<file path="config.mk">
export PLATFORM = sky130hd
export DESIGN_NAME = fifo_wr_arbiter
export DESIGN_NICKNAME = d
export VERILOG_FILES = /design/src/rtl/fifo_wr_arbiter.sv
export SDC_FILE = /design/constraint.sdc
export NUM_CORES = 1
export LEC_CHECK = 0
export BUFFER_PORTS_ARGS = -buffer_cell sky130_fd_sc_hd__buf_4
export CORE_MARGIN = 4
export CORE_UTILIZATION = 30
export DETAILED_ROUTE_END_ITERATION = 6
export SYNTH_ARGS = -nofsm -noshare
export SYNTH_HDL_FRONTEND = slang
export SYNTH_SLANG_ARGS = --single-unit
</file>
<file path="constraint.sdc">
create_clock -name clk -period 1.6 [get_ports clk]
set_input_delay 0.08 -clock clk [delete_from_list [all_inputs] [get_ports clk]]
set_output_delay 0.08 -clock clk [all_outputs]
set_load 0.1 [all_outputs]
</file>
<file path="src/rtl/fifo_wr_arbiter.sv">
// fifo_wr_arbiter
//
// Round-robin arbiter sharing the single write port of the byte FIFO between
// N_REQ producers. A granted producer keeps the port for up to MAX_BURST
// consecutive bytes. When the owner releases (its req drops or its burst is
// used up), a new winner is picked in the same cycle, so no bubble cycle is
// inserted.
//
// Ports
//   clk         clock, all state on posedge
//   rst         synchronous reset, active high
//   req         req[i]=1: producer i offers its byte this cycle
//   req_data    byte i at [8*i+7:8*i]
//   ack         one-hot, ack[i]=1: byte i is written to the FIFO this cycle
//   fifo_full   FIFO full flag
//   fifo_write  FIFO write strobe
//   fifo_wdata  FIFO write data (0 when not writing)
//   diag_state  0=IDLE, 1=LOCKED
//   diag_owner  current/last owner index
//   diag_count  bytes written in the current burst
module fifo_wr_arbiter #(
  parameter int N_REQ     = 2,
  parameter int MAX_BURST = 4,
  parameter int OWNER_W   = $clog2(N_REQ),
  parameter int CNT_W     = $clog2(MAX_BURST + 1)
) (
  input  logic                 clk,
  input  logic                 rst,
  input  logic [N_REQ-1:0]     req,
  input  logic [8*N_REQ-1:0]   req_data,
  output logic [N_REQ-1:0]     ack,
  input  logic                 fifo_full,
  output logic                 fifo_write,
  output logic [7:0]           fifo_wdata,
  output logic                 diag_state,
  output logic [OWNER_W-1:0]   diag_owner,
  output logic [CNT_W-1:0]     diag_count
);

  typedef enum logic {IDLE = 1'b0, LOCKED = 1'b1} state_t;

  localparam logic [CNT_W-1:0] MAX_CNT = CNT_W'(MAX_BURST);

  state_t             state;
  logic [OWNER_W-1:0] owner;
  logic [CNT_W-1:0]   count;
  logic [OWNER_W-1:0] last;

  logic               cont;
  logic               found;
  logic [OWNER_W-1:0] idx;
  logic [OWNER_W-1:0] scan_sel;
  logic [OWNER_W-1:0] sel;
  logic               valid;

  // The owner keeps the port while it still requests and has burst budget left.
  assign cont = (state == LOCKED) && req[owner] && (count < MAX_CNT);

  // Round-robin scan starting just after the last granted producer; the
  // previous winner is therefore looked at last.
  always_comb begin
    found    = 1'b0;
    scan_sel = '0;
    idx      = '0;
    for (int i = 1; i <= N_REQ; i++) begin
      idx = OWNER_W'((int'(last) + i) % N_REQ);
      if (!found && req[idx]) begin
        found    = 1'b1;
        scan_sel = idx;
      end
    end
  end

  assign sel   = cont ? owner : scan_sel;
  assign valid = cont || (|req);

  // Writes are combinational from the registers so a byte is taken in the
  // cycle it is offered; reset suppresses any write in the reset cycle.
  assign fifo_write = valid && !fifo_full && !rst;
  assign fifo_wdata = fifo_write ? req_data[8*sel +: 8] : 8'h00;
  assign ack        = fifo_write ? (N_REQ'(1) << sel) : '0;

  always_ff @(posedge clk) begin
    if (rst) begin
      state <= IDLE;
      owner <= '0;
      count <= '0;
      last  <= OWNER_W'(N_REQ - 1);
    end else if (fifo_write) begin
      if (cont) begin
        count <= count + CNT_W'(1);
      end else begin
        owner <= sel;
        count <= CNT_W'(1);
        state <= LOCKED;
      end
      last <= sel;
    end else if (!fifo_full) begin
      // Nobody is requesting: drop the lock but remember who went last.
      state <= IDLE;
      count <= '0;
    end
  end

  assign diag_state = (state == LOCKED);
  assign diag_owner = owner;
  assign diag_count = count;

endmodule

</file>
==> reports/results.ini, run 1 <==
[status]
status=finished with violations
violations=negative setup slack

[global_routing]
grt_pass1_wl_mm=3.12
antenna_found_initial=0
grt_util_all_layers_pct=15.9
grt_max_degree=18
grt_pass1_vias=708
grt-ovfl-total=0

[layout]
fin_area_um2=1180
area_delta_synth_final_pct=123
fin_nets=130
final_layout_size_suffix_gt1_share_pct=63.6
most-common-layout-cells=buf_4, nand3_1, buf_12, mux2i_4
final_common_cell=buf_4
final_cells=123
antenna_cells=0

[sta]
finalCritPeriodShare_pct=104
finalHoldViolCount=0
slew_headroom_pct=52.8
finalMaxSlewViolations=0
fmaxAchievable_ghz=0.600
worst_pin_slew_ns=0.706
fin_setup_tns_ns=-0.408
worst_slack_ns=-0.0672
fin_skew_ns=0.00812
fin_crit_ns=1.67
final-setup-viol-count=8
rsz0062_at_grt=yes

[drt]
drt.antenna.violating_nets=0
wl_mm=1.79
drt_iter0_markers=11
drc=0
vias=667
drt_first_pass_iters=4
avgViaCountPerCell=5.42
wire_per_inst_um=14.5

[worst_setup_path]
cp_top_family=flip-flops
worstSetupPathType=register to output pin
cp_num_cells=5
setup.worst_path.start_class=register
crit_arrival_ns=1.59
cp_max_fo=6
reg2reg_depth=4
path_common_cell=buf_12
crit_chain=nand4bb_1 > o211a_4 > buf_12 > mux2i_4 > buf_12
end_kind=output pin
critPathRequiredTime_ns=1.52
path_buf_inv=2
slowest_delay_ns=0.36
critPathSlowestCell=dfxtp_4

[place]
dp_hpwl_mm=1.36
place.gp.congestion=0.761
numPortBuffers=36
placed_area_um2=958
dp_cells=114

[cts]
cts_sinks=6
clockBufferDepth=2
cts_buffers=3
cts_tree=done
cts_root_buffer=clkbuf_4
clk_latency_ns=0.25
clk_pin_slew_ns=0.05
htreeDepth=1

[floorplan]
start_util_pct=33.4
rows=14
dieHeight_um=49.9
core_um2=1580
pin_count=37
die_w_um=49.9
dieArea_um2=2490

[synth]
syn_area_um2=527
ys_seq_area_share_pct=22.8
yosys_warnings=0
synth_nets=84
synth_cells=62
synth.distinct_cells=25
synth_seq_cells=6
syn_area_per_cell_um2=8.50

[power_and_ir_drop]
p_total_w=0.000747
p_per_area_nw_per_um2=635
power.leakage_nw=0.478
vdd_drop_max_uv=621

[worst_hold_path]
holdPathStages=2
hp-class=primary input to register

[job]
maxCapViolCount=0

[state kept, by name, summed over array words and instances (netlist names)]
register	count
diag_count	3
diag_owner	1
diag_state	1
last	1
[cells by family after synthesis]
| group | count (synthesis) | synth area share, % |
|---|---|---|
| and+or+nand+nor | 29 | 31.1 |
| muxes | 10 | 20.2 |
| buffers and inverters | 6 | 8.31 |
| DFF | 6 | 22.8 |
| adders and majority gates | 1 | 2.37 |
| AOI/OAI and AO/OA | 10 | 15.2 |
[what timing repair did]
| action | 4_1_cts | 5_1_grt |
|---|---|---|
| gates cloned | 1 | 0 |
| pin swaps | 1 | 1 |
| hold buffers | 0 | 0 |
| endpoints found under the setup margin | 10 | 10 |
| resized for setup | 28 | 5 |
| setup buffers | 3 | 1 |
| hold endpoints to repair | 0 | 0 |
[final timing paths]
| kind | slack, ns | endpoint | from |
|---|---|---|---|
| max | -0.07 | fifo_wdata[5] | diag_count[2]$_SDFFE_PP0P_ |
| max reg2reg | 0.12 | diag_owner$_SDFFE_PP0P_ | diag_owner$_SDFFE_PP0P_ |
| min | 0.09 | diag_state$_SDFFE_PP0P_ | rst |
| min reg2reg | 0.47 | diag_count[1]$_SDFFE_PP0P_ | diag_count[1]$_SDFFE_PP0P_ |
[synth_stat cells, drive strengths merged]
| cell | count | area, µm² |
|---|---|---|
| o21bai | 1 | 7.51 |
| dfxtp | 6 | 120 |
| and2 | 1 | 6.26 |
| nand2 | 4 | 15.0 |
| ha | 1 | 12.5 |
| a32o | 1 | 10.0 |
| nand3 | 17 | 85.1 |
| a21bo | 1 | 10.0 |
| buf | 5 | 40.0 |
| o21ba | 1 | 10.0 |
| mux2 | 2 | 26.3 |
| a21oi | 4 | 20.0 |
| a211oi | 1 | 12.5 |
| mux2i | 8 | 80.1 |
| o211a | 1 | 10.0 |
| nor2 | 1 | 3.75 |
| nor3 | 1 | 5.00 |
| clkinv | 1 | 3.75 |
| nor2b | 2 | 20.0 |
| nand4bb | 1 | 11.3 |
| nand4b | 2 | 17.5 |
[per-layer routing]
metal	vias to the layer above	share of wire, %	GRT usage [%]
li1	325	-	-
met3	4	6.1	5.12
met4	0	0.78	4.15
met2	20	52	28.0
met1	318	41	18.3
met5	-	0	0
[metrics by stage]
step	setup WS, ns	hold WS [ns]	utilization [%]
2_1_floorplan	-0.351	0.214	-
3_3_place_gp	0.121	0.347	60.8
3_5_place_dp	0.104	0.355	60.8
4_1_cts	-0.0867	0.0836	72.9
5_1_grt	-0.136	0.0911	74.6
6_report	-0.0672	0.0913	74.6
[power breakdown]
part | switching, W | leakage, nW | internal, W
Sequential | 0.00000552 | 0.0514 | 0.000155
Clock | 0.0000639 | 0.0150 | 0.0000950
Combinational | 0.000248 | 0.412 | 0.000180
[layout make-up]
class                           instances  area [µm²]
Clock buffer                            4        26.3
Timing Repair Buffer                   46         503
Tap cell                               16        20.0
Fill cell                             116         400
Sequential cell                         6         131
Multi-Input combinational cell         50         492
Inverter                                1        3.75
(Power assumes the default switching activity.)
==> run 2, diff against run 1 <==
--- a/config.mk
+++ b/config.mk
@@ -6,7 +6,6 @@
 export NUM_CORES = 1
 export LEC_CHECK = 0
 export BUFFER_PORTS_ARGS = -buffer_cell sky130_fd_sc_hd__buf_4
-export CORE_MARGIN = 4
 export CORE_UTILIZATION = 30
 export DETAILED_ROUTE_END_ITERATION = 6
 export SYNTH_ARGS = -nofsm -noshare
==> run 2 against run 1 <==
Compared with the run above: the flow finishes with violations (design-rule violations, negative setup slack); combinational power is 2% lower; highest routed layer is now met3; die area shrank 23%; critical path type unchanged; sequential power about the same; clock skew decreased by 0.0013 ns; worst setup slack got worse by 0.013 ns; maximum frequency decreased by 0.79%.
==> reports/results.ini, run 2 (synthesized netlist as in run 1, its figures left out) <==
[status]
status=finished with violations
violations=design-rule violations, negative setup slack

[place]
place.gp.congestion=0.771
placed_area_um2=958
preCtsSetupSlack_ns=0.106
numPortBuffers=36
dp_hpwl_mm=1.14

[global_routing]
grt_pass1_vias=644
grt_max_degree=18
antenna_found_initial=0
grt_pass1_wl_mm=2.95
grt-ovfl-total=0
grt_util_all_layers_pct=21.0

[sta]
fin_crit_ns=1.68
fmaxAchievable_ghz=0.595
finalCritPeriodShare_pct=105
worst_pin_slew_ns=0.734
slew_headroom_pct=50.9
finalMaxSlewViolations=0
final-setup-viol-count=8
fin_skew_ns=0.00684
worst_slack_ns=-0.0806
finalHoldViolCount=0
rsz0062_at_grt=yes

[floorplan]
dieArea_um2=1930
start_util_pct=33.4
dieHeight_um=43.9
pin_count=37
die_w_um=43.9
rows=14
core_um2=1580

[layout]
fin_area_um2=1160
fin_nets=128
final_common_cell=buf_4
most-common-layout-cells=buf_4, nand3_1, buf_12, mux2i_4
final_layout_size_suffix_gt1_share_pct=62.9
final_core_util_pct=73.7
antenna_cells=0
largest_reg_flops=3
area_delta_synth_final_pct=120

[cts]
clk_latency_ns=0.26
cts_sinks=6
htreeDepth=1
cts_buffers=3
cts_tree=done
clockBufferDepth=2
cts_root_buffer=clkbuf_4
clk_pin_slew_ns=0.05

[worst_hold_path]
whs_endpoint=diag_state$_SDFFE_PP0P_
hp-class=primary input to register
min_from=rst
holdPathStages=2

[worst_setup_path]
reg2reg_slack_ns=0.16
path_common_cell=buf_12
cp_max_fo=6
worstSetupPathType=register to output pin
reg2reg_from=diag_count[2]$_SDFFE_PP0P_
critPathRequiredTime_ns=1.52
setup.worst_path.start_class=register
crit_arrival_ns=1.60
crit_chain=nand4bb_1 > o211a_4 > buf_12 > mux2i_4 > buf_12
slowest_delay_ns=0.36
critPathSlowestCell=dfxtp_4
reg2reg_depth=5
end_kind=output pin
regToRegEndpoint=diag_owner$_SDFFE_PP0P_

[drt]
wire_per_inst_um=14.6
avgViaCountPerCell=5.25
drc=1
vias=635
drt.antenna.violating_nets=0
wl_mm=1.77
drt_first_pass_iters=6
drt_iter0_markers=16

[power_and_ir_drop]
power.leakage_nw=0.468
vdd_drop_max_uv=583
p_total_w=0.000751
p_per_area_nw_per_um2=647

[job]
maxCapViolCount=0

## run 2: cell types whose count changed in the layout (fill, tap and decap cells not counted)
cell,before,now
buf_4,34,32
## run 2: through the flow
| step | cells | TNS [ns] | hold WS (ns) |
|---|---|---|---|
| after floorplan | 62 | -3.23 | 0.214 |
| after global placement | 114 | 0 | 0.347 |
| after detailed placement | 114 | 0 | 0.366 |
| after CTS | 121 | -0.499 | 0.0970 |
| after global routing | 121 | -0.930 | 0.106 |
| final | 121 | -0.434 | 0.101 |
## run 2: critical path: cells and delay by family (launching register included)
kind	cells	cell delay, ns
simple gates	1	0.14
buf+inv	2	0.36
compound gates	1	0.21
mux	1	0.27
flops	1	0.36
## run 2: how the worst max path moves through the flow
stage | start | to | slack, ns | cells past startpoint
2_1_floorplan | diag_state$_SDFFE_PP0P_ | fifo_wdata[0] | -0.35 | 4
3_3_place_gp | diag_count[2]$_SDFFE_PP0P_ | fifo_wdata[3] | 0.12 | 5
3_5_place_dp | diag_count[2]$_SDFFE_PP0P_ | fifo_wdata[0] | 0.11 | 5
4_1_cts | diag_count[2]$_SDFFE_PP0P_ | fifo_wdata[0] | -0.08 | 5
5_1_grt | diag_count[2]$_SDFFE_PP0P_ | fifo_wdata[0] | -0.15 | 5
6_report | diag_count[2]$_SDFFE_PP0P_ | fifo_wdata[0] | -0.08 | 5
## run 2: repair_timing
| item | CTS | global route |
|---|---|---|
| pin swaps | 2 | 0 |
| buffers inserted | 2 | 0 |
| gates resized for setup | 31 | 2 |
| hold buffers | 0 | 0 |
| endpoints found under the setup margin | 10 | 9 |
| gates cloned | 1 | 0 |
## run 2: area by class of cell
| type | count | area [µm²] |
|---|---|---|
| Clock buffer | 4 | 26.3 |
| Fill cell | 115 | 415 |
| Inverter | 1 | 3.75 |
| Multi-Input combinational cell | 50 | 492 |
| Sequential cell | 6 | 131 |
| Tap cell | 16 | 20.0 |
| Timing Repair Buffer | 44 | 488 |
## run 2: per-layer routing
| metal | share of wire, % | vias up | global-route usage [%] |
|---|---|---|---|
| li1 | - | 317 | - |
| met3 | 5.9 | 0 | 8.33 |
| met5 | 0 | - | 0 |
| met4 | 0 | 0 | 3.64 |
| met1 | 41 | 299 | 25.3 |
| met2 | 53 | 19 | 35.8 |
## run 2: power breakdown
part           total [W]  internal, W  switching [W]
clock network   0.000168    0.0000957      0.0000722
logic           0.000421     0.000176       0.000245
registers       0.000162     0.000155     0.00000740
total           0.000751     0.000426       0.000325
==> run 3, diff against run 2 <==
--- a/config.mk
+++ b/config.mk
@@ -6,7 +6,7 @@
 export NUM_CORES = 1
 export LEC_CHECK = 0
 export BUFFER_PORTS_ARGS = -buffer_cell sky130_fd_sc_hd__buf_4
-export CORE_UTILIZATION = 30
+export CORE_UTILIZATION = 29
 export DETAILED_ROUTE_END_ITERATION = 6
 export SYNTH_ARGS = -nofsm -noshare
 export SYNTH_HDL_FRONTEND = slang
==> constraint.sdc (replaced) <==
create_clock -name clk -period 1.6 [get_ports clk]
set_input_delay 0.08 -clock clk [delete_from_list [all_inputs] [get_ports clk]]
set_output_delay 0.08 -clock clk [all_outputs]
set_load 0.005 [all_outputs]
==> run 3 against run 2 <==
Compared with the run above: the run now ends clean; first-iteration DRC count fell by 63%; cell area fell by 25%; worst hold slack got worse by 0.039 ns; non-clock buffer count fell by 4; clock skew fell by 0.0024 ns; power fell by 36%; wire length fell by 20%; critical path depth fell by 1; maximum frequency rose by 9.5%; cell count rose by 4.1%; via count fell by 4.1%; sequential power rose by 2%; critical path type unchanged; critical endpoint is now fifo_wdata[6]; largest cell class unchanged.
==> reports/results.ini, run 3 (synthesized netlist as in run 1, its figures left out) <==
[power_and_ir_drop]
p_comb_share_pct=36.3
switching_share_pct=28.1
p_per_area_nw_per_um2=549
internal_power_w=0.000346
p_switching_w=0.000135
seqPwrFrac_pct=34.4
clkPwrFrac_pct=29.3
vdd_drop_max_uv=197
power.leakage_nw=0.397

[floorplan]
start_util_pct=30.8
pin_count=37
rows=15
dieArea_um2=1990
core_um2=1710
die_w_um=44.6
dieHeight_um=44.6

[sta]
finalCritPeriodShare_pct=95.9
fin_skew_ns=0.00446
worst_slack_ns=0.0656
whs_ns=0.0617
fmaxAchievable_ghz=0.652
final-setup-viol-count=0
finalHoldViolCount=0
finalMaxSlewViolations=0
fin_crit_ns=1.53
fin_setup_tns_ns=0
slew_headroom_pct=71.3
worst_pin_slew_ns=0.430

[cts]
clockBufferDepth=2
cts_buffers=3
cts_root_buffer=clkbuf_4
clk_pin_slew_ns=0.05
cts_tree=done
htreeDepth=1
clk_latency_ns=0.24
cts_sinks=6

[worst_setup_path]
cp_max_fo=6
setup.worst_path.start_class=register
critPathRequiredTime_ns=1.52
crit_chain=nand4bb_4 > o211a_2 > mux2i_1 > buf_4
crit_arrival_ns=1.45
critPathSlowestCell=dfxtp_1
worstSetupPathType=register to output pin
slowest_delay_ns=0.41
reg2reg_depth=3
end_kind=output pin

[drt]
dr_wl_met2_um=663
wl_met1_um=633
drt.antenna.violating_nets=0
vias=609
drt_iter0_markers=6
highest_layer=met4
wl_met3_um=110
avgViaCountPerCell=4.83
wire_per_inst_um=11.3
drt_first_pass_iters=4
wl_mm=1.42
drc=0

[global_routing]
grt_max_degree=18
antenna_found_initial=0
grt-ovfl-total=0
grt_pass1_vias=531
grt_util_all_layers_pct=15.1
grt_pass1_wl_mm=2.21

[layout]
antenna_cells=0
final_common_cell=buf_4
area_delta_synth_final_pct=66.3
largest_reg_flops=3
most-common-layout-cells=buf_4, nand3_1, mux2i_1, dfxtp_1
fin_nets=125
n_fill_cell=171
final_cells=126
final_layout_size_suffix_gt1_share_pct=50.5

[worst_hold_path]
holdPathStages=2
hp-class=primary input to register

[place]
dp_cells=119
preCtsSetupSlack_ns=0.0640
numPortBuffers=36
place.gp.congestion=0.747

[job]
maxCapViolCount=0

[status]
status=complete, no violations

==> run 3: cell types whose count changed in the layout (fill, tap and decap cells not counted), moves of 2 or more <==
cell	before	now
buf_12	11	0
mux2i_4	8	0
buf_4	32	40
dfxtp_4	3	0
dfxtp_1	3	5
mux2i_1	0	8
==> run 3: routing by layer <==
metal  vias to the layer above  global-route usage, %
met5                         -                      0
met4                         0                   7.27
met3                         4                   4.08
met2                        30                   23.8
met1                       263                   19.0
li1                        312                      -
==> run 3: worst paths after layout <==
check | from | to | slack [ns]
hold / removal | rst | diag_state$_SDFFE_PP0P_ | 0.06
hold reg to reg | diag_count[1]$_SDFFE_PP0P_ | diag_count[1]$_SDFFE_PP0P_ | 0.48
setup / recovery | diag_count[2]$_SDFFE_PP0P_ | fifo_wdata[6] | 0.07
setup reg to reg | diag_owner$_SDFFE_PP0P_ | diag_owner$_SDFFE_PP0P_ | 0.21
==> run 3: what timing repair did <==
| item | CTS | global route |
|---|---|---|
| setup buffers | 0 | 3 |
| pin swaps | 0 | 1 |
| endpoints found under the setup margin | 10 | 8 |
| resized for setup | 2 | 2 |
| gates cloned | 0 | 1 |
| hold buffers | 0 | 0 |
| hold endpoints to repair | 0 | 0 |
==> run 3: critical path, delay by kind of cell (launching register included) <==
kind	cells	cell delay (ns)
flip-flops	1	0.41
AO/OA/AOI/OAI	1	0.28
multiplexers	1	0.21
AND/OR/NAND/NOR	1	0.19
buffers and inverters	1	0.13
==> run 3: power groups by stage <==
stage	Clock (W)	Combinational [W]	Sequential (W)
detailed placement	0	0.000157	0.000167
global route	0.000154	0.000193	0.000167
finish	0.000141	0.000175	0.000166
global placement	0	0.000155	0.000167
CTS	0.000145	0.000161	0.000164
floorplan	0	0.0000858	0.000167
==> run 3: layout make-up <==
| class | instances | area [µm²] | share of cell area [%] |
|---|---|---|---|
| inverter | 1 | 3.75 | 0.429 |
| multi-input combinational | 51 | 397 | 45.3 |
| sequential | 6 | 121 | 13.9 |
| tap | 25 | 31.3 | 3.57 |
| timing repair buffer | 40 | 300 | 34.3 |
| clock buffer | 3 | 22.5 | 2.57 |
==> run 3: metrics by stage <==
stage / cell area, µm² / util [%] / power (W)
3_3_place_gp: 796 / 46.6 / 0.000322
3_5_place_dp: 796 / 46.6 / 0.000324
6_report: 876 / 51.3 / 0.000481
4_1_cts: 826 / 48.4 / 0.000470
2_1_floorplan: 527 / - / 0.000252
5_1_grt: 876 / 51.3 / 0.000513
